File: config.mk
export PLATFORM = sky130hd
export DESIGN_NAME = bpm_setter
export DESIGN_NICKNAME = d
export VERILOG_FILES = /design/src/rtl/bpm_pkg.sv /design/src/rtl/bpm_debounce.sv /design/src/rtl/bpm_setter.sv
export SDC_FILE = /design/constraint.sdc
export NUM_CORES = 1
export LEC_CHECK = 0
export ABC_AREA = 1
export CAP_MARGIN = 20
export CORE_MARGIN = 1.5
export CORE_UTILIZATION = 50
export CTS_CLUSTER_DIAMETER = 150
export CTS_CLUSTER_SIZE = 12
export DETAILED_ROUTE_END_ITERATION = 10
export MAX_ROUTING_LAYER = met4
export PLACE_DENSITY = 0.71
export SYNTH_ARGS = -nofsm -noshare
export SYNTH_HDL_FRONTEND = slang
export SYNTH_SLANG_ARGS = --single-unit
File: constraint.sdc
create_clock -name i_clk -period 3.1 [get_ports i_clk]
set_input_delay 0.93 -clock i_clk [delete_from_list [all_inputs] [get_ports i_clk]]
set_output_delay 0.93 -clock i_clk [all_outputs]
set_load 0.1 [all_outputs]
File: src/rtl/bpm_pkg.sv
// -----------------------------------------------------------------------------
// bpm_pkg
// Shared definitions for the BPM setter:
//   BPM_W        width of the BPM value bus (up to 9999 fits in 14 bits)
//   bpm_state_e  control FSM states (IDLE / PRESS / REPEAT / BOTH)
//   bpm_req_e    registered step request handed from the FSM to the BPM register
//   clog2()      counter sizing helper, never returns less than 1
// -----------------------------------------------------------------------------
package bpm_pkg;

    localparam int BPM_W = 14;

    typedef enum logic [1:0] {
        ST_IDLE   = 2'd0,
        ST_PRESS  = 2'd1,
        ST_REPEAT = 2'd2,
        ST_BOTH   = 2'd3
    } bpm_state_e;

    typedef enum logic [1:0] {
        REQ_NONE    = 2'd0,
        REQ_UP      = 2'd1,
        REQ_DOWN    = 2'd2,
        REQ_DEFAULT = 2'd3
    } bpm_req_e;

    // Bits needed to hold the values 0 .. value-1. Clamped to at least 1 so a
    // counter that only ever holds 0 still has a legal declaration.
    function automatic int clog2(input int value);
        int w;
        w = 1;
        while ((1 << w) < value) begin
            w = w + 1;
        end
        return w;
    endfunction

endpackage

File: src/rtl/bpm_debounce.sv
// -----------------------------------------------------------------------------
// bpm_debounce
// Two-flop synchroniser followed by a ms-tick based stability counter for one
// raw push-button.
//   i_clk      system clock
//   i_reset    asynchronous active-low reset
//   i_ms_tick  one-cycle pulse per millisecond
//   i_raw      raw button level, asynchronous to i_clk
//   o_level    debounced level
//   o_rise     one-cycle pulse, coincident with o_level going 0 -> 1
// -----------------------------------------------------------------------------
module bpm_debounce
    import bpm_pkg::*;
#(
    parameter int DEBOUNCE_MS = 10
) (
    input  logic i_clk,
    input  logic i_reset,
    input  logic i_ms_tick,
    input  logic i_raw,
    output logic o_level,
    output logic o_rise
);

    localparam int               CNT_W    = clog2(DEBOUNCE_MS);
    localparam logic [CNT_W-1:0] CNT_LAST = CNT_W'(DEBOUNCE_MS - 1);

    logic             sync1_q;
    logic             sync2_q;
    logic             level_q;
    logic             level_d;
    logic             rise_q;
    logic             rise_d;
    logic [CNT_W-1:0] cnt_q;
    logic [CNT_W-1:0] cnt_d;

    always_comb begin
        level_d = level_q;
        cnt_d   = cnt_q;
        if (sync2_q == level_q) begin
            // Any sample agreeing with the accepted level restarts the count,
            // so only an unbroken run of disagreeing ticks can flip it.
            cnt_d = '0;
        end else if (i_ms_tick) begin
            if (cnt_q == CNT_LAST) begin
                level_d = ~level_q;
                cnt_d   = '0;
            end else begin
                cnt_d = cnt_q + CNT_W'(1);
            end
        end
        rise_d = level_d & ~level_q;
    end

    always_ff @(posedge i_clk or negedge i_reset) begin
        if (!i_reset) begin
            sync1_q <= 1'b0;
            sync2_q <= 1'b0;
            level_q <= 1'b0;
            rise_q  <= 1'b0;
            cnt_q   <= '0;
        end else begin
            sync1_q <= i_raw;
            sync2_q <= sync1_q;
            level_q <= level_d;
            rise_q  <= rise_d;
            cnt_q   <= cnt_d;
        end
    end

    assign o_level = level_q;
    assign o_rise  = rise_q;

endmodule

File: src/rtl/bpm_setter.sv
// -----------------------------------------------------------------------------
// bpm_setter
// Turns raw up/down push-buttons into a clamped BPM value for the display
// chain and the beat-period generator. Buttons are synchronised and debounced,
// then a step / hold / auto-repeat FSM issues step requests. Pressing both
// buttons restores BPM_DEFAULT.
//   i_clk          system clock
//   i_reset        asynchronous active-low reset
//   i_btn_up       raw up button, active-high
//   i_btn_down     raw down button, active-high
//   o_bpm_count    current BPM (registered)
//   o_bpm_changed  one-cycle pulse when o_bpm_count takes a new value
//   o_at_limit     high while o_bpm_count sits on BPM_MIN or BPM_MAX
// -----------------------------------------------------------------------------
module bpm_setter
    import bpm_pkg::*;
#(
    parameter int CLK_FREQ_HZ = 50000000,
    parameter int DEBOUNCE_MS = 10,
    parameter int HOLD_MS     = 500,
    parameter int REPEAT_MS   = 100,
    parameter int BPM_MIN     = 30,
    parameter int BPM_MAX     = 300,
    parameter int BPM_DEFAULT = 120,
    parameter int STEP        = 1
) (
    input  logic             i_clk,
    input  logic             i_reset,
    input  logic             i_btn_up,
    input  logic             i_btn_down,
    output logic [BPM_W-1:0] o_bpm_count,
    output logic             o_bpm_changed,
    output logic             o_at_limit
);

    // ---------------------------------------------------------------- ms tick
    localparam int DIV     = (CLK_FREQ_HZ / 1000 < 1) ? 1 : CLK_FREQ_HZ / 1000;
    localparam int PRESC_W = clog2(DIV);
    localparam logic [PRESC_W-1:0] PRESC_LAST = PRESC_W'(DIV - 1);

    logic [PRESC_W-1:0] presc_q;
    logic [PRESC_W-1:0] presc_d;
    logic               ms_tick;

    assign ms_tick = (presc_q == PRESC_LAST);
    assign presc_d = ms_tick ? '0 : presc_q + PRESC_W'(1);

    always_ff @(posedge i_clk or negedge i_reset) begin
        if (!i_reset) begin
            presc_q <= '0;
        end else begin
            presc_q <= presc_d;
        end
    end

    // ------------------------------------------------------- button debounce
    // Index 0 is the up button, index 1 the down button.
    logic [1:0] btn_raw;
    logic [1:0] btn_level;
    logic [1:0] btn_rise;

    assign btn_raw = {i_btn_down, i_btn_up};

    for (genvar gi = 0; gi < 2; gi++) begin : g_btn
        bpm_debounce #(
            .DEBOUNCE_MS (DEBOUNCE_MS)
        ) u_debounce (
            .i_clk     (i_clk),
            .i_reset   (i_reset),
            .i_ms_tick (ms_tick),
            .i_raw     (btn_raw[gi]),
            .o_level   (btn_level[gi]),
            .o_rise    (btn_rise[gi])
        );
    end

    logic up_level;
    logic dn_level;
    logic up_rise;
    logic dn_rise;

    assign up_level = btn_level[0];
    assign dn_level = btn_level[1];
    assign up_rise  = btn_rise[0];
    assign dn_rise  = btn_rise[1];

    // ------------------------------------------------------------ control FSM
    localparam int HOLD_MAX = (HOLD_MS > REPEAT_MS) ? HOLD_MS : REPEAT_MS;
    localparam int HOLD_W   = clog2(HOLD_MAX);
    localparam logic [HOLD_W-1:0] HOLD_LAST   = HOLD_W'(HOLD_MS - 1);
    localparam logic [HOLD_W-1:0] REPEAT_LAST = HOLD_W'(REPEAT_MS - 1);

    bpm_state_e        state_q;
    bpm_state_e        state_d;
    logic [HOLD_W-1:0] hold_q;
    logic [HOLD_W-1:0] hold_d;
    logic              held_up_q;   // which button owns PRESS/REPEAT
    logic              held_up_d;
    bpm_req_e          req_q;
    bpm_req_e          req_d;

    logic              held_level;
    logic              other_rise;
    bpm_req_e          held_req;
    logic [HOLD_W-1:0] period_last;

    assign held_level  = held_up_q ? up_level : dn_level;
    assign other_rise  = held_up_q ? dn_rise : up_rise;
    assign held_req    = held_up_q ? REQ_UP : REQ_DOWN;
    // PRESS and REPEAT share one counter; only the terminal count differs.
    assign period_last = (state_q == ST_PRESS) ? HOLD_LAST : REPEAT_LAST;

    always_comb begin
        state_d   = state_q;
        hold_d    = hold_q;
        held_up_d = held_up_q;
        req_d     = REQ_NONE;
        case (state_q)
            ST_IDLE: begin
                if (up_level && dn_level) begin
                    state_d = ST_BOTH;
                    req_d   = REQ_DEFAULT;
                end else if (up_rise) begin
                    state_d   = ST_PRESS;
                    held_up_d = 1'b1;
                    hold_d    = '0;
                    req_d     = REQ_UP;
                end else if (dn_rise) begin
                    state_d   = ST_PRESS;
                    held_up_d = 1'b0;
                    hold_d    = '0;
                    req_d     = REQ_DOWN;
                end
            end
            ST_PRESS, ST_REPEAT: begin
                // The second button arriving wins over everything else and
                // its edge never produces a step of its own.
                if (other_rise) begin
                    state_d = ST_BOTH;
                    req_d   = REQ_DEFAULT;
                end else if (!held_level) begin
                    state_d = ST_IDLE;
                end else if (ms_tick) begin
                    if (hold_q == period_last) begin
                        state_d = ST_REPEAT;
                        hold_d  = '0;
                        req_d   = held_req;
                    end else begin
                        hold_d = hold_q + HOLD_W'(1);
                    end
                end
            end
            ST_BOTH: begin
                if (!up_level && !dn_level) begin
                    state_d = ST_IDLE;
                end
            end
            default: begin
                state_d = ST_IDLE;
            end
        endcase
    end

    always_ff @(posedge i_clk or negedge i_reset) begin
        if (!i_reset) begin
            state_q   <= ST_IDLE;
            hold_q    <= '0;
            held_up_q <= 1'b0;
            req_q     <= REQ_NONE;
        end else begin
            state_q   <= state_d;
            hold_q    <= hold_d;
            held_up_q <= held_up_d;
            req_q     <= req_d;
        end
    end

    // ----------------------------------------------------------- BPM register
    localparam logic [BPM_W:0]   STEP_X = (BPM_W + 1)'(STEP);
    localparam logic [BPM_W:0]   MIN_X  = (BPM_W + 1)'(BPM_MIN);
    localparam logic [BPM_W:0]   MAX_X  = (BPM_W + 1)'(BPM_MAX);
    localparam logic [BPM_W-1:0] MIN_V  = BPM_W'(BPM_MIN);
    localparam logic [BPM_W-1:0] MAX_V  = BPM_W'(BPM_MAX);
    localparam logic [BPM_W-1:0] DEF_V  = BPM_W'(BPM_DEFAULT);

    logic [BPM_W-1:0] bpm_q;
    logic [BPM_W-1:0] bpm_d;
    logic             changed_q;
    logic             changed_d;
    logic             at_limit_q;
    logic             at_limit_d;
    logic [BPM_W:0]   up_sum;
    logic [BPM_W:0]   dn_diff;
    logic [BPM_W-1:0] up_next;
    logic [BPM_W-1:0] dn_next;

    always_comb begin
        // One spare bit catches both overflow above the 14-bit range and the
        // borrow of a step below zero before clamping.
        up_sum  = {1'b0, bpm_q} + STEP_X;
        dn_diff = {1'b0, bpm_q} - STEP_X;
        up_next = (up_sum > MAX_X) ? MAX_V : up_sum[BPM_W-1:0];
        dn_next = (dn_diff[BPM_W] || (dn_diff < MIN_X)) ? MIN_V : dn_diff[BPM_W-1:0];

        bpm_d = bpm_q;
        case (req_q)
            REQ_UP:      bpm_d = up_next;
            REQ_DOWN:    bpm_d = dn_next;
            REQ_DEFAULT: bpm_d = DEF_V;
            default:     bpm_d = bpm_q;
        endcase

        changed_d  = (bpm_d != bpm_q);
        at_limit_d = (bpm_d == MIN_V) || (bpm_d == MAX_V);
    end

    always_ff @(posedge i_clk or negedge i_reset) begin
        if (!i_reset) begin
            bpm_q      <= DEF_V;
            changed_q  <= 1'b0;
            at_limit_q <= (BPM_DEFAULT == BPM_MIN) || (BPM_DEFAULT == BPM_MAX);
        end else begin
            bpm_q      <= bpm_d;
            changed_q  <= changed_d;
            at_limit_q <= at_limit_d;
        end
    end

    assign o_bpm_count   = bpm_q;
    assign o_bpm_changed = changed_q;
    assign o_at_limit    = at_limit_q;

endmodule

==> flow_summary.json, run 1 <==
{
  "cts-root-buf": "clkbuf_8",
  "htree_levels": 3,
  "place_ws_ns": 0.333,
  "finalPower_uw": 1630,
  "switching_share_pct": 21.9,
  "grt_pass1_wl_microns": 17000,
  "antenna_cells": 0,
  "synth-seq-cells": 62,
  "synth_area_leader_cell": "dfrtp_1",
  "antenna_found_initial": 0,
  "post-route-period-util_pct": 89.3,
  "row_count": 34,
  "portBuffers": 19,
  "fin_util_pct": 56.1,
  "synth_seq_area_share_pct": 35.0,
  "cp_slowest_cell": "dfrtp_1",
  "clk_pin_slew_ns": 0.08,
  "crit_chain": "inv_2 > ha_1 > nand3_4 > nor2_4 > nand3_2 > nand2_1 > inv_1 > nand2_1 > o21ai_1 > xor2_1 > nand3b_1 > nor3_1 > nand3_1",
  "dpl_cell_area_sq_um": 4650,
  "numCtsBuffers": 9,
  "status": "finished clean",
  "area_growth_pct": 9.39,
  "power.density_nw_per_um2": 334,
  "syn_inst": 633,
  "slew_headroom_pct": 64.0,
  "postCtsSetupBuffers": 0,
  "seqPwrFrac_pct": 49.9,
  "die_h_microns": 97.3,
  "synth.cell_area_sq_um": 4450,
  "synth_compound_area_share_pct": 7.53,
  "die_w_microns": 97.3,
  "cpMostUsedCell": "nand2_1",
  "clkPwrFrac_pct": 48.4,
  "avgSynthCellArea_sq_um": 7.03,
  "postRouteAntennaNets": 0,
  "synth_nets": 649,
  "nNetsFinal": 666,
  "grt_pass1_vias": 3739,
  "cp_data_arrival_time_ns": 2.98,
  "maxSlewViolCount": 0,
  "clk_latency_ns": 0.34,
  "p_switching_uw": 357,
  "hold_viol_final": 0,
  "setup_slack_ns": 0.331,
  "wirelength_microns": 9880,
  "critPathMaxStageDelay_ns": 0.46,
  "hold_path_class": "flip-flop to flip-flop",
  "drc_errors": 0,
  "globalRouteTotalUtil_pct": 22.5,
  "synth.top_cell.area_share_pct": 32.6,
  "critPathLaunchType": "flip-flop",
  "finalSetupViolations": 0,
  "avgRoutedWirePerCell_microns": 13.0,
  "clock_sinks": 62,
  "maxCapViolCount": 0,
  "ioPinCount": 20,
  "synth_area_leaders": "dfrtp_1 (33%), nand2_1 (12%), inv_1 (7.3%)",
  "fin_area_sq_um": 4870,
  "fmax_ghz": 0.361,
  "dr.first_iter.drc_count": 160,
  "crit_type": "flip-flop to flip-flop",
  "max_slew.worst_pin.slew_ns": 0.536,
  "overflow": 0,
  "cts_tree": "done",
  "yosys.area_share.simple_pct": 40.8,
  "final_common_cell": "nand2_1",
  "muxShareOfSynthArea_pct": 0.253,
  "vdd_drop_max_mv": 0.349,
  "drive_gt1_share_pct": 14.0,
  "synth_top_family_by_area": "simple AND/OR/NAND/NOR gates",
  "post-dp-hpwl_microns": 7570,
  "floorplan.initialDensity_pct": 51.3,
  "fin_setup_tns_ns": 0,
  "path_max_fanout": 11,
  "cp-end-kind": "flip-flop",
  "vias_per_cell": 5.29,
  "grt_max_degree": 24,
  "core_region_area_sq_um": 8680,
  "clock_skew_ns": 0.0103,
  "layout_common_cells": "nand2_1 (147), inv_1 (87), nor2_1 (79)",
  "cts_buffer_depth": 2,
  "dr.pass1.iters": 4,
  "yosysUniqueCellTypes": 39,
  "nFillCells": 818,
  "via_count": 4036,
  "synth_xor_area_share_pct": 2.56,
  "combPwrFrac_pct": 1.7,
  "gp_congestion": 0.926,
  "p_int_uw": 1270,
  "fin_crit_ns": 2.77,
  "dieArea_sq_um": 9480,
  "crit_required_ns": 3.31,
  "synthAdderAreaFrac_pct": 3.37,
  "ctsResizeCount": 0,
  "cts_hold_buf": 0,
  "p_leak_uw": 0.00258,
  "ys_warn_count": 0,
  "rsz0062_at_grt": "no"
}
[cell type report]
cell class                 instances  area (sq um)  area share [%]
sequential                        62          1560            32.0
timing repair buffer              22           168            3.44
clock buffer                       9           124            2.54
tap                              108           135            2.78
clock inverter                     7          98.8            2.03
inverter                          96           360            7.40
multi-input combinational        459          2430            49.8
[cells by family (layout without fill, tap and decap cells)]
kind of cell,after synthesis,count (layout)
mux,1,1
fa+ha+maj,12,12
compound gates,60,60
simple gates,373,373
buf+inv,112,134
xor+xnor,13,13
flops,62,62
[per-stage QoR]
step	hold slack, ns	instances
2_1_floorplan	0.331	633
3_3_place_gp	0.337	747
3_5_place_dp	0.338	747
4_1_cts	0.363	763
5_1_grt	0.367	763
6_report	0.361	763
[critical path: cells and delay by family, from the launching register on]
kind | cells | cell delay (ns)
DFF | 1 | 0.46
adders and majority gates | 1 | 0.27
and+or+nand+nor | 8 | 1.27
buffers and inverters | 2 | 0.38
AOI/OAI and AO/OA | 1 | 0.11
xor gates and xnor gates | 1 | 0.16
[synth_stat cells, drive strengths merged]
cell	n
clkbuf	3
nor2	92
nand2	159
xor2	13
a31oi	4
nor4	3
mux2	1
nand3	66
dfstp	4
ha	12
o21ai	26
nand3b	7
and3	2
o211ai	1
dfrtp	58
inv	96
a211oi	2
nand4	22
a21oi	24
nor3	20
buf	13
or2	1
nor3b	1
o22ai	3
[metal layers]
layer / GRT usage, % / routed length, microns
met1: 28.9 / 4600
met2: 36.4 / 4780
met3: 3.53 / 349
met4: 7.69 / 153
met5: - / 0
[flip-flops by register name (all words and copies together), names as in the netlist]
signal / count
presc_q: 16
o_bpm_count: 14
hold_q: 9
g_btn.u_debounce.cnt_q: 8
g_btn.u_debounce.o_level: 2
g_btn.u_debounce.o_rise: 2
g_btn.u_debounce.sync1_q: 2
g_btn.u_debounce.sync2_q: 2
req_q: 2
state_q: 2
held_up_q: 1
o_at_limit: 1
o_bpm_changed: 1
[worst paths after layout]
| check | to | depth (start not counted) | slack, ns | from |
|---|---|---|---|---|
| max | o_bpm_changed | 13 | 0.33 | o_bpm_count[0] |
| min | g_btn[0].u_debounce.sync2_q | 0 | 0.36 | g_btn[0].u_debounce.sync1_q |
| max reg2reg | o_bpm_changed | 13 | 0.33 | o_bpm_count[0] |
| min reg2reg | g_btn[0].u_debounce.sync2_q | 0 | 0.36 | g_btn[0].u_debounce.sync1_q |
| max in group asynchronous | o_bpm_count[4] | 2 | 1.80 | i_reset |
| min in group asynchronous | presc_q[4] | 1 | 0.56 | i_reset |
[power by group through the flow]
stage | clock, uW | combinational, uW | sequential, uW
after global placement | 0 | 29.1 | 828
final | 788 | 27.7 | 812
after floorplan | 0 | 6.48 | 828
after detailed placement | 0 | 29.3 | 828
after global routing | 846 | 33.8 | 812
after CTS | 809 | 29.3 | 812
No activity file was read; power rests on OpenSTA's default activity.
==> inputs of run 2 (changes only) <==
--- a/config.mk
+++ b/config.mk
@@ -7,7 +7,7 @@
 export LEC_CHECK = 0
 export ABC_AREA = 1
 export CAP_MARGIN = 20
-export CORE_MARGIN = 1.5
+export CORE_MARGIN = 10
 export CORE_UTILIZATION = 50
 export CTS_CLUSTER_DIAMETER = 150
 export CTS_CLUSTER_SIZE = 12
==> run 2 against run 1 <==
Clock-buffer cell count stayed put. Final cell count did not move. Critical endpoint unchanged. Clock skew fell by 0.00066 ns. Worst hold slack worse by 0.011 ns. Critical path type unchanged. Fmax fell by 0.34%. Largest power group unchanged. Cell area stayed put. Critical path depth unchanged. Power shrank 0.42%. Largest cell class unchanged. Combinational power down 6%. Sequential power about the same. Utilization stayed put.
==> flow_summary.json, run 2 (synthesis results as in run 1) <==
{
  "dpl.cell_count": 747,
  "dr.pass1.iters": 5,
  "clk_pin_slew_ns": 0.07,
  "overflow": 0,
  "crit_type": "flip-flop to flip-flop",
  "die_h_microns": 114,
  "cp_data_arrival_time_ns": 2.99,
  "holdWs_ns": 0.349,
  "hold_path_class": "flip-flop to flip-flop",
  "globalRouteTotalUtil_pct": 16.5,
  "rsz0062_at_grt": "no",
  "cpMostUsedCell": "nand2_1",
  "cts-root-buf": "clkbuf_8",
  "die_w_microns": 114,
  "clock_sinks": 62,
  "grt_max_degree": 63,
  "hold_viol_final": 0,
  "cp_slowest_cell": "dfrtp_1",
  "maxCapViolCount": 0,
  "via_count": 4039,
  "grt_pass1_vias": 3852,
  "nNetsFinal": 666,
  "vdd_drop_max_mv": 0.249,
  "largest_reg_flops": 16,
  "status": "finished clean",
  "drive_gt1_share_pct": 14.0,
  "core_region_area_sq_um": 8680,
  "power.density_nw_per_um2": 333,
  "nFillCells": 864,
  "cts_tree": "done",
  "grt_pass1_wl_microns": 17500,
  "critPathMaxStageDelay_ns": 0.45,
  "fin_setup_tns_ns": 0,
  "place_ws_ns": 0.309,
  "post-dp-hpwl_microns": 7780,
  "max_slew.worst_pin.slew_ns": 0.754,
  "row_count": 34,
  "antenna_cells": 0,
  "ioPinCount": 20,
  "gp_congestion": 0.931,
  "finalNonFillerCells": 763,
  "avgRoutedWirePerCell_microns": 13.1,
  "layout_common_cells": "nand2_1 (147), inv_1 (87), nor2_1 (79)",
  "fmax_ghz": 0.360,
  "post-route-period-util_pct": 89.6,
  "final_common_cell": "nand2_1",
  "ctsResizeCount": 0,
  "area_growth_pct": 9.39,
  "numCtsBuffers": 9,
  "fin_util_pct": 56.1,
  "top_register": "presc_q",
  "drc_errors": 0,
  "cts_buffer_depth": 2,
  "antenna_found_initial": 0,
  "fin_crit_ns": 2.78,
  "dieArea_sq_um": 13100,
  "vias_per_cell": 5.29,
  "wirelength_microns": 10000,
  "hold_depth": 0,
  "htree_levels": 3,
  "clock_skew_ns": 0.00960,
  "cp-end-kind": "flip-flop",
  "postRouteAntennaNets": 0,
  "crit_required_ns": 3.31,
  "setup_slack_ns": 0.322,
  "clk_latency_ns": 0.34,
  "floorplan.initialDensity_pct": 51.3,
  "dr.first_iter.drc_count": 240,
  "critPathLaunchType": "flip-flop",
  "maxSlewViolCount": 0,
  "path_max_fanout": 11,
  "portBuffers": 19,
  "crit_chain": "inv_2 > ha_1 > nand3_4 > nor2_4 > nand3_2 > nand2_1 > inv_1 > nand2_1 > o21ai_1 > xor2_1 > nand3b_1 > nor3_1 > nand3_1",
  "cts_hold_buf": 0,
  "postCtsSetupBuffers": 0,
  "reg2regPathDepth": 13,
  "finalSetupViolations": 0,
  "slew_headroom_pct": 49.7,
  "p_leak_uw": 0.00259
}
==> run 2: cell count changes in the layout (fill, tap and decap cells not counted), sizes merged <==
cell | previous run | this run
clkinv | 1 | 4
clkinvlp | 4 | 1
==> run 2: critical path, delay by kind of cell (launching register included) <==
family / cells / cell delay [ns]
flops: 1 / 0.45
compound gates: 1 / 0.12
fa+ha+maj: 1 / 0.27
buf+inv: 2 / 0.38
simple gates: 8 / 1.27
xor+xnor: 1 / 0.17
==> run 2: path summary, 6_finish.rpt <==
kind / from / endpoint / slack (ns)
max: o_bpm_count[0] / o_bpm_changed / 0.32
min: g_btn[1].u_debounce.sync1_q / g_btn[1].u_debounce.sync2_q / 0.35
max reg2reg: o_bpm_count[0] / o_bpm_changed / 0.32
min reg2reg: g_btn[1].u_debounce.sync1_q / g_btn[1].u_debounce.sync2_q / 0.35
max in group asynchronous: i_reset / state_q[0] / 1.86
min in group asynchronous: i_reset / presc_q[11] / 0.73
==> run 2: per-stage QoR <==
step	total power, uW	area, sq um
2_1_floorplan	834	4450
3_3_place_gp	855	4650
3_5_place_dp	856	4650
4_1_cts	1640	4870
5_1_grt	1680	4870
6_report	1620	4870
==> run 2: cell type report <==
cell class | count | area, sq um | share of cell area, %
clock inverter | 7 | 98.8 | 2.03
sequential | 62 | 1560 | 32.0
multi-input combinational | 459 | 2430 | 49.8
tap | 108 | 135 | 2.78
timing repair buffer | 22 | 168 | 3.44
inverter | 96 | 360 | 7.40
clock buffer | 9 | 124 | 2.54
==> run 2: power breakdown <==
group          total, uW  switching (uW)  internal (uW)
combinational       26.1            20.3           5.82
sequential           813            1.18            811
clock                783             328            455
total               1620             349           1270
==> run 2: routing by layer <==
| layer | up-vias | wire length (microns) | global-route usage (%) |
|---|---|---|---|
| met4 | 0 | 77 | 4.43 |
| met1 | 1897 | 4560 | 19.9 |
| met2 | 71 | 4920 | 27.4 |
| li1 | 2065 | - | - |
| met5 | - | 0 | - |
| met3 | 6 | 468 | 3.35 |
==> inputs of run 3 (changes only) <==
--- a/config.mk
+++ b/config.mk
@@ -6,7 +6,6 @@
 export NUM_CORES = 1
 export LEC_CHECK = 0
 export ABC_AREA = 1
-export CAP_MARGIN = 20
 export CORE_MARGIN = 10
 export CORE_UTILIZATION = 50
 export CTS_CLUSTER_DIAMETER = 150
==> results of run 3 <==
The final DEF is identical to that of run 2; final timing and power are the same.
==> RTL edit 1 (settings of run 1) <==
The output `o_bpm_changed` loses its register stage (`changed_q` becomes a continuous assignment).
--- a/src/rtl/bpm_setter.sv
+++ b/src/rtl/bpm_setter.sv
@@ -217,14 +217,14 @@
     always_ff @(posedge i_clk or negedge i_reset) begin
         if (!i_reset) begin
             bpm_q      <= DEF_V;
-            changed_q  <= 1'b0;
             at_limit_q <= (BPM_DEFAULT == BPM_MIN) || (BPM_DEFAULT == BPM_MAX);
         end else begin
             bpm_q      <= bpm_d;
-            changed_q  <= changed_d;
             at_limit_q <= at_limit_d;
         end
     end
+
+    assign changed_q = changed_d;
 
     assign o_bpm_count   = bpm_q;
     assign o_bpm_changed = changed_q;
Function: same outputs for any inputs over 10 cycles, from zero or initial values and one cycle with i_reset low; that may be too few to reach the edited logic, so the function may still have changed.
==> RTL edit 1 against run 1 <==
The flow now finishes with violations (negative setup slack); sequential cell count decreased by 1; global-route usage increased by 3.8 points; worst hold slack worse by 0.0030 ns; area after synthesis fell by 0.56%; wire length is 19% higher; critical path depth up 3; cell area is 19% higher; die area decreased by 0.54%; power down 6.1%; highest routed layer unchanged; worst setup slack worse by 1.0 ns; critical endpoint is now o_bpm_changed; synthesized cell count decreased by 0.16%; critical path type is now reg -> out; first-iteration DRC count up 13%.
==> RTL edit 1: results (changes against run 1) <==
- Run status: complete, but fails checks (was finished clean).
- The final reports fail on negative setup slack.
- The finished layout cell area is 5790 um2 (was 4870 um2).
- The layout cell share with drive strength beyond 1 is 29.6% (was 14.0%).
- The share of the final layout cell area in sequential cells came to 27.2% (was 32.0%).
- The detailed-route wire length is 11700 um (was 9880 um).
- The area growth from synthesis to layout is 30.8% (was 9.39%).
- The static leakage came to 3.11 nW (was 2.58 nW).
- The post-route setup TNS is -0.690 ns (was 0 ns).
- The final worst-path setup slack came to -0.690 ns (was 0.331 ns).
- The fill cell instance count of the final layout is 734 (was 818).
- The maximum VDD drop came to 0.348 mV (was 0.349 mV).
- The cell at the slowest stage of the critical path is sky130_fd_sc_hd__dfstp_4 (was sky130_fd_sc_hd__dfrtp_1).
- The met2 capacity usage during global routing is 45.9% (was 36.4%).
- The proportion of synthesized area in mux cells is 0.254% (was 0.253%).
- The number of setup buffers added after CTS was 14 (was 0).
- The xor and xnor fraction of the mapped netlist area was 2.57% (was 2.56%).
- The count of routing violations after the opening detailed-route iteration is 181 (was 160).
- The final net count is 758 (was 666).
- The last weighted congestion value of the routability-driven placer is 0.934 (was 0.926).
- The share of final layout cell area taken by non-clock buffers is 15.7% (was 3.44%).
- The global-route wire length before repair is 19700 um (was 17000 um).
- The number of combinational gates with multiple inputs is 460 (was 459).
- The global-route total usage across every layer is 26.3% (was 22.5%).
- The endpoint of the lowest-slack register-to-register path is o_at_limit (was o_bpm_changed).
- The met1 layer wirelength in the final routing is 4910 um (was 4600 um).
- The non-clock buffer total of the final layout came to 114 (was 22).
- The number of setup violations in the final report came to 1 (was 0).
- The clock skew is 0.00908 ns (was 0.0103 ns).
- The count of sequential standard cells was 61 (was 62).
- The worst hold slack after final layout came to 0.358 ns (was 0.361 ns).
- The startpoint of the most critical register-to-register path was o_bpm_count[4] (was o_bpm_count[0]).
- The via count of the first global-routing pass is 4469 (was 3739).
- The met3 layer usage reported by global route is 3.74% (was 3.53%).
- The multi-input combinational cell area came to 2610 um2 (was 2430 um2).
- The maximum number of pins on one net before global-route repair came to 41 (was 24).
- The biggest fanout along the worst timing path was 7 (was 11).
- The number of vias per cell after detailed routing is 5.31 (was 5.29).
- The compound-cell area share of the yosys netlist was 7.58% (was 7.53%).
- The depth of the worst register-to-register path was 17 (was 13).
## RTL edit 1: cell types whose count changed in the layout (fill, tap and decap cells not counted), sizes merged
cell,run 1,this run
buf,20,112
bufinv,2,1
clkinv,1,2
clkinvlp,4,3
dfrtp,58,57
inv,96,97
nand2,159,160
## RTL edit 1: stage by stage
step | util (%) | std cells | setup WS, ns
after CTS | 66.4 | 851 | -0.646
after detailed placement | 61.3 | 820 | -0.438
after floorplan | - | 632 | -0.362
after global placement | 61.3 | 820 | -0.413
final | 67.0 | 855 | -0.690
after global routing | 67.0 | 855 | -0.802
## RTL edit 1: logic make-up after synthesis
kind of cell	Yosys count
flops	61
buf+inv	112
fa+ha+maj	12
simple gates	373
mux	1
xor+xnor	13
compound gates	60
## RTL edit 1: power breakdown
| part | switching, mW | leakage [nW] | internal [mW] |
|---|---|---|---|
| Combinational | 0.0206 | 2.22 | 0.00756 |
| Sequential | 0.00133 | 0.801 | 0.798 |
| Clock | 0.328 | 0.0918 | 0.373 |
| Total | 0.350 | 3.11 | 1.18 |
==> RTL edit 2 (settings of run 1) <==
Without the edit above. `DEBOUNCE_MS` is set to 10 in 2 places; all go to 20.
--- a/src/rtl/bpm_debounce.sv
+++ b/src/rtl/bpm_debounce.sv
@@ -12,7 +12,7 @@
 module bpm_debounce
     import bpm_pkg::*;
 #(
-    parameter int DEBOUNCE_MS = 10
+    parameter int DEBOUNCE_MS = 20
 ) (
     input  logic i_clk,
     input  logic i_reset,
--- a/src/rtl/bpm_setter.sv
+++ b/src/rtl/bpm_setter.sv
@@ -16,7 +16,7 @@
     import bpm_pkg::*;
 #(
     parameter int CLK_FREQ_HZ = 50000000,
-    parameter int DEBOUNCE_MS = 10,
+    parameter int DEBOUNCE_MS = 20,
     parameter int HOLD_MS     = 500,
     parameter int REPEAT_MS   = 100,
     parameter int BPM_MIN     = 30,
Function: no difference found for any inputs over 10 cycles, from zero or initial values and one cycle with i_reset low; that may be too few to reach the edited logic, so the function may still have changed.
==> RTL edit 2 against run 1 <==
Via count up 5.6%; sequential cell count up 2; area after synthesis up 1.2%; worst setup slack better by 0.074 ns; cell area up 1.4%; count of clock-buffer cells in the layout up 4; wire length up 5.8%; non-clock buffer count unchanged; power up 0.81%.
==> RTL edit 2: results (changes against run 1) <==
- Run status: finished clean (unchanged).
- The layout cell share with drive strength beyond 1 is 11.0% (was 14.0%).
- The signal arrival time at the worst endpoint is 2.90 ns (was 2.98 ns).
- The static leakage is 2.65 nW (was 2.58 nW).
- The part of the total power dissipated in sequential elements is 51.1% (was 49.9%).
- The first-pass iteration count of the detailed router was 5 (was 4).
- The power in the clock group is 0.774 mW (was 0.788 mW).
- The net switching power of the design is 0.323 mW (was 0.357 mW).
- The maximum number of pins on one net before global-route repair came to 25 (was 24).
- The via count of the first global-routing pass is 4159 (was 3739).
- The maximum VDD drop is 0.259 mV (was 0.349 mV).
- The area share of the leading cell type in the synthesized netlist is 33.3% (was 32.6%).
- The global-route total usage across every layer is 24.1% (was 22.5%).
- The last weighted congestion value of the routability-driven placer is 0.951 (was 0.926).
- Most instantiated cells after synthesis: sky130_fd_sc_hd__nand2_1 (167), sky130_fd_sc_hd__inv_1 (100), sky130_fd_sc_hd__nor2_1 (90) (was sky130_fd_sc_hd__nand2_1 (147), sky130_fd_sc_hd__inv_1 (87), sky130_fd_sc_hd__nor2_1 (79)).
- The cell area after placement is 4720 um2 (was 4650 um2).
- The worst-margin pin slew is 0.692 ns (was 0.536 ns).
- The detailed-route wire length is 10500 um (was 9880 um).
- The final net count is 697 (was 666).
- The post-synthesis net count is 676 (was 649).
- The biggest fanout along the worst timing path is 9 (was 11).
- The detailed placement HPWL came to 8170 um (was 7570 um).
- The number of vias per cell after detailed routing is 5.35 (was 5.29).
- The distinct cell type count after synthesis came to 44 (was 39).
- The number of buffers added on ports came to 19 (unchanged).
- The sequential element share of the synthesized area is 35.7% (was 35.0%).
- The clock skew came to 0.0110 ns (was 0.0103 ns).
- The count of routing violations after the opening detailed-route iteration was 184 (was 160).
- Main area contributors after synthesis: sky130_fd_sc_hd__dfrtp_1 (33%), sky130_fd_sc_hd__nand2_1 (14%), sky130_fd_sc_hd__inv_1 (8.3%) (was sky130_fd_sc_hd__dfrtp_1 (33%), sky130_fd_sc_hd__nand2_1 (12%), sky130_fd_sc_hd__inv_1 (7.3%)).
- The initial antenna violation count was 0 (unchanged).
- The global-route wire length before repair was 18200 um (was 17000 um).
- The minimum setup slack after placement is 0.487 ns (was 0.333 ns).
## RTL edit 2: cell count changes in the layout (fill, tap and decap cells not counted), moves of 4 or more
cell,change
sky130_fd_sc_hd__nand2_1,+20
sky130_fd_sc_hd__nand3_2,-6
sky130_fd_sc_hd__clkinvlp_4,-4
sky130_fd_sc_hd__nand2_4,-4
sky130_fd_sc_hd__o21ai_0,+6
sky130_fd_sc_hd__nor3b_1,+4
sky130_fd_sc_hd__o21ai_1,-5
sky130_fd_sc_hd__inv_2,-6
sky130_fd_sc_hd__nor2_2,+5
sky130_fd_sc_hd__xor2_1,-5
sky130_fd_sc_hd__inv_1,+13
sky130_fd_sc_hd__nor2_1,+11
## RTL edit 2: cells by family after synthesis
group	synth area share (%)
buffers and inverters	10.6
and+or+nand+nor	40.5
xor gates and xnor gates	1.95
adders and majority gates	2.78
DFF	35.7
AOI/OAI and AO/OA	8.50
## RTL edit 2: final cells by class
class | instances | area [um2]
fill | 858 | 3780
multi-input combinational | 481 | 2420
sequential | 64 | 1610
inverter | 105 | 395
timing repair buffer | 22 | 168
clock buffer | 13 | 149
tap | 108 | 135
clock inverter | 3 | 65.1
## RTL edit 2: final timing paths
kind,cells past startpoint,to,startpoint,slack (ns)
max,14,o_bpm_changed,o_bpm_count[1],0.41
min,0,g_btn[1].u_debounce.sync2_q,g_btn[1].u_debounce.sync1_q,0.36
max reg2reg,14,o_bpm_changed,o_bpm_count[1],0.41
min reg2reg,0,g_btn[1].u_debounce.sync2_q,g_btn[1].u_debounce.sync1_q,0.36
max in group asynchronous,2,o_bpm_count[3],i_reset,1.83
min in group asynchronous,1,presc_q[8],i_reset,0.53
## RTL edit 2: critical path, cell delays in order (launching register included)
cell	delay (ns)
sky130_fd_sc_hd__dfrtp_1	0.50
sky130_fd_sc_hd__ha_1	0.25
sky130_fd_sc_hd__nand2_1	0.15
sky130_fd_sc_hd__nor2_2	0.24
sky130_fd_sc_hd__nand4_1	0.10
sky130_fd_sc_hd__a21oi_1	0.19
sky130_fd_sc_hd__nand2_1	0.11
sky130_fd_sc_hd__nor2_4	0.24
sky130_fd_sc_hd__nand2_2	0.06
sky130_fd_sc_hd__nand2_1	0.16
sky130_fd_sc_hd__nand3_4	0.13
sky130_fd_sc_hd__nand2_1	0.08
sky130_fd_sc_hd__nand4_1	0.07
sky130_fd_sc_hd__nor2_1	0.16
sky130_fd_sc_hd__nand3_1	0.11
## RTL edit 2: per-stage QoR
step,power [mW],cells
after CTS,1.67,796
after global placement,0.884,780
final,1.64,796
after floorplan,0.861,662
after global routing,1.70,796
after detailed placement,0.885,780
## RTL edit 2: metal layers
metal  track usage, %  up-vias  routed length, um
met5                -        -                  0
met2             40.2      100               5080
met1             28.7     1978               4640
met4             10.8        0                315
li1                 -     2156                  -
met3             3.72       27                425
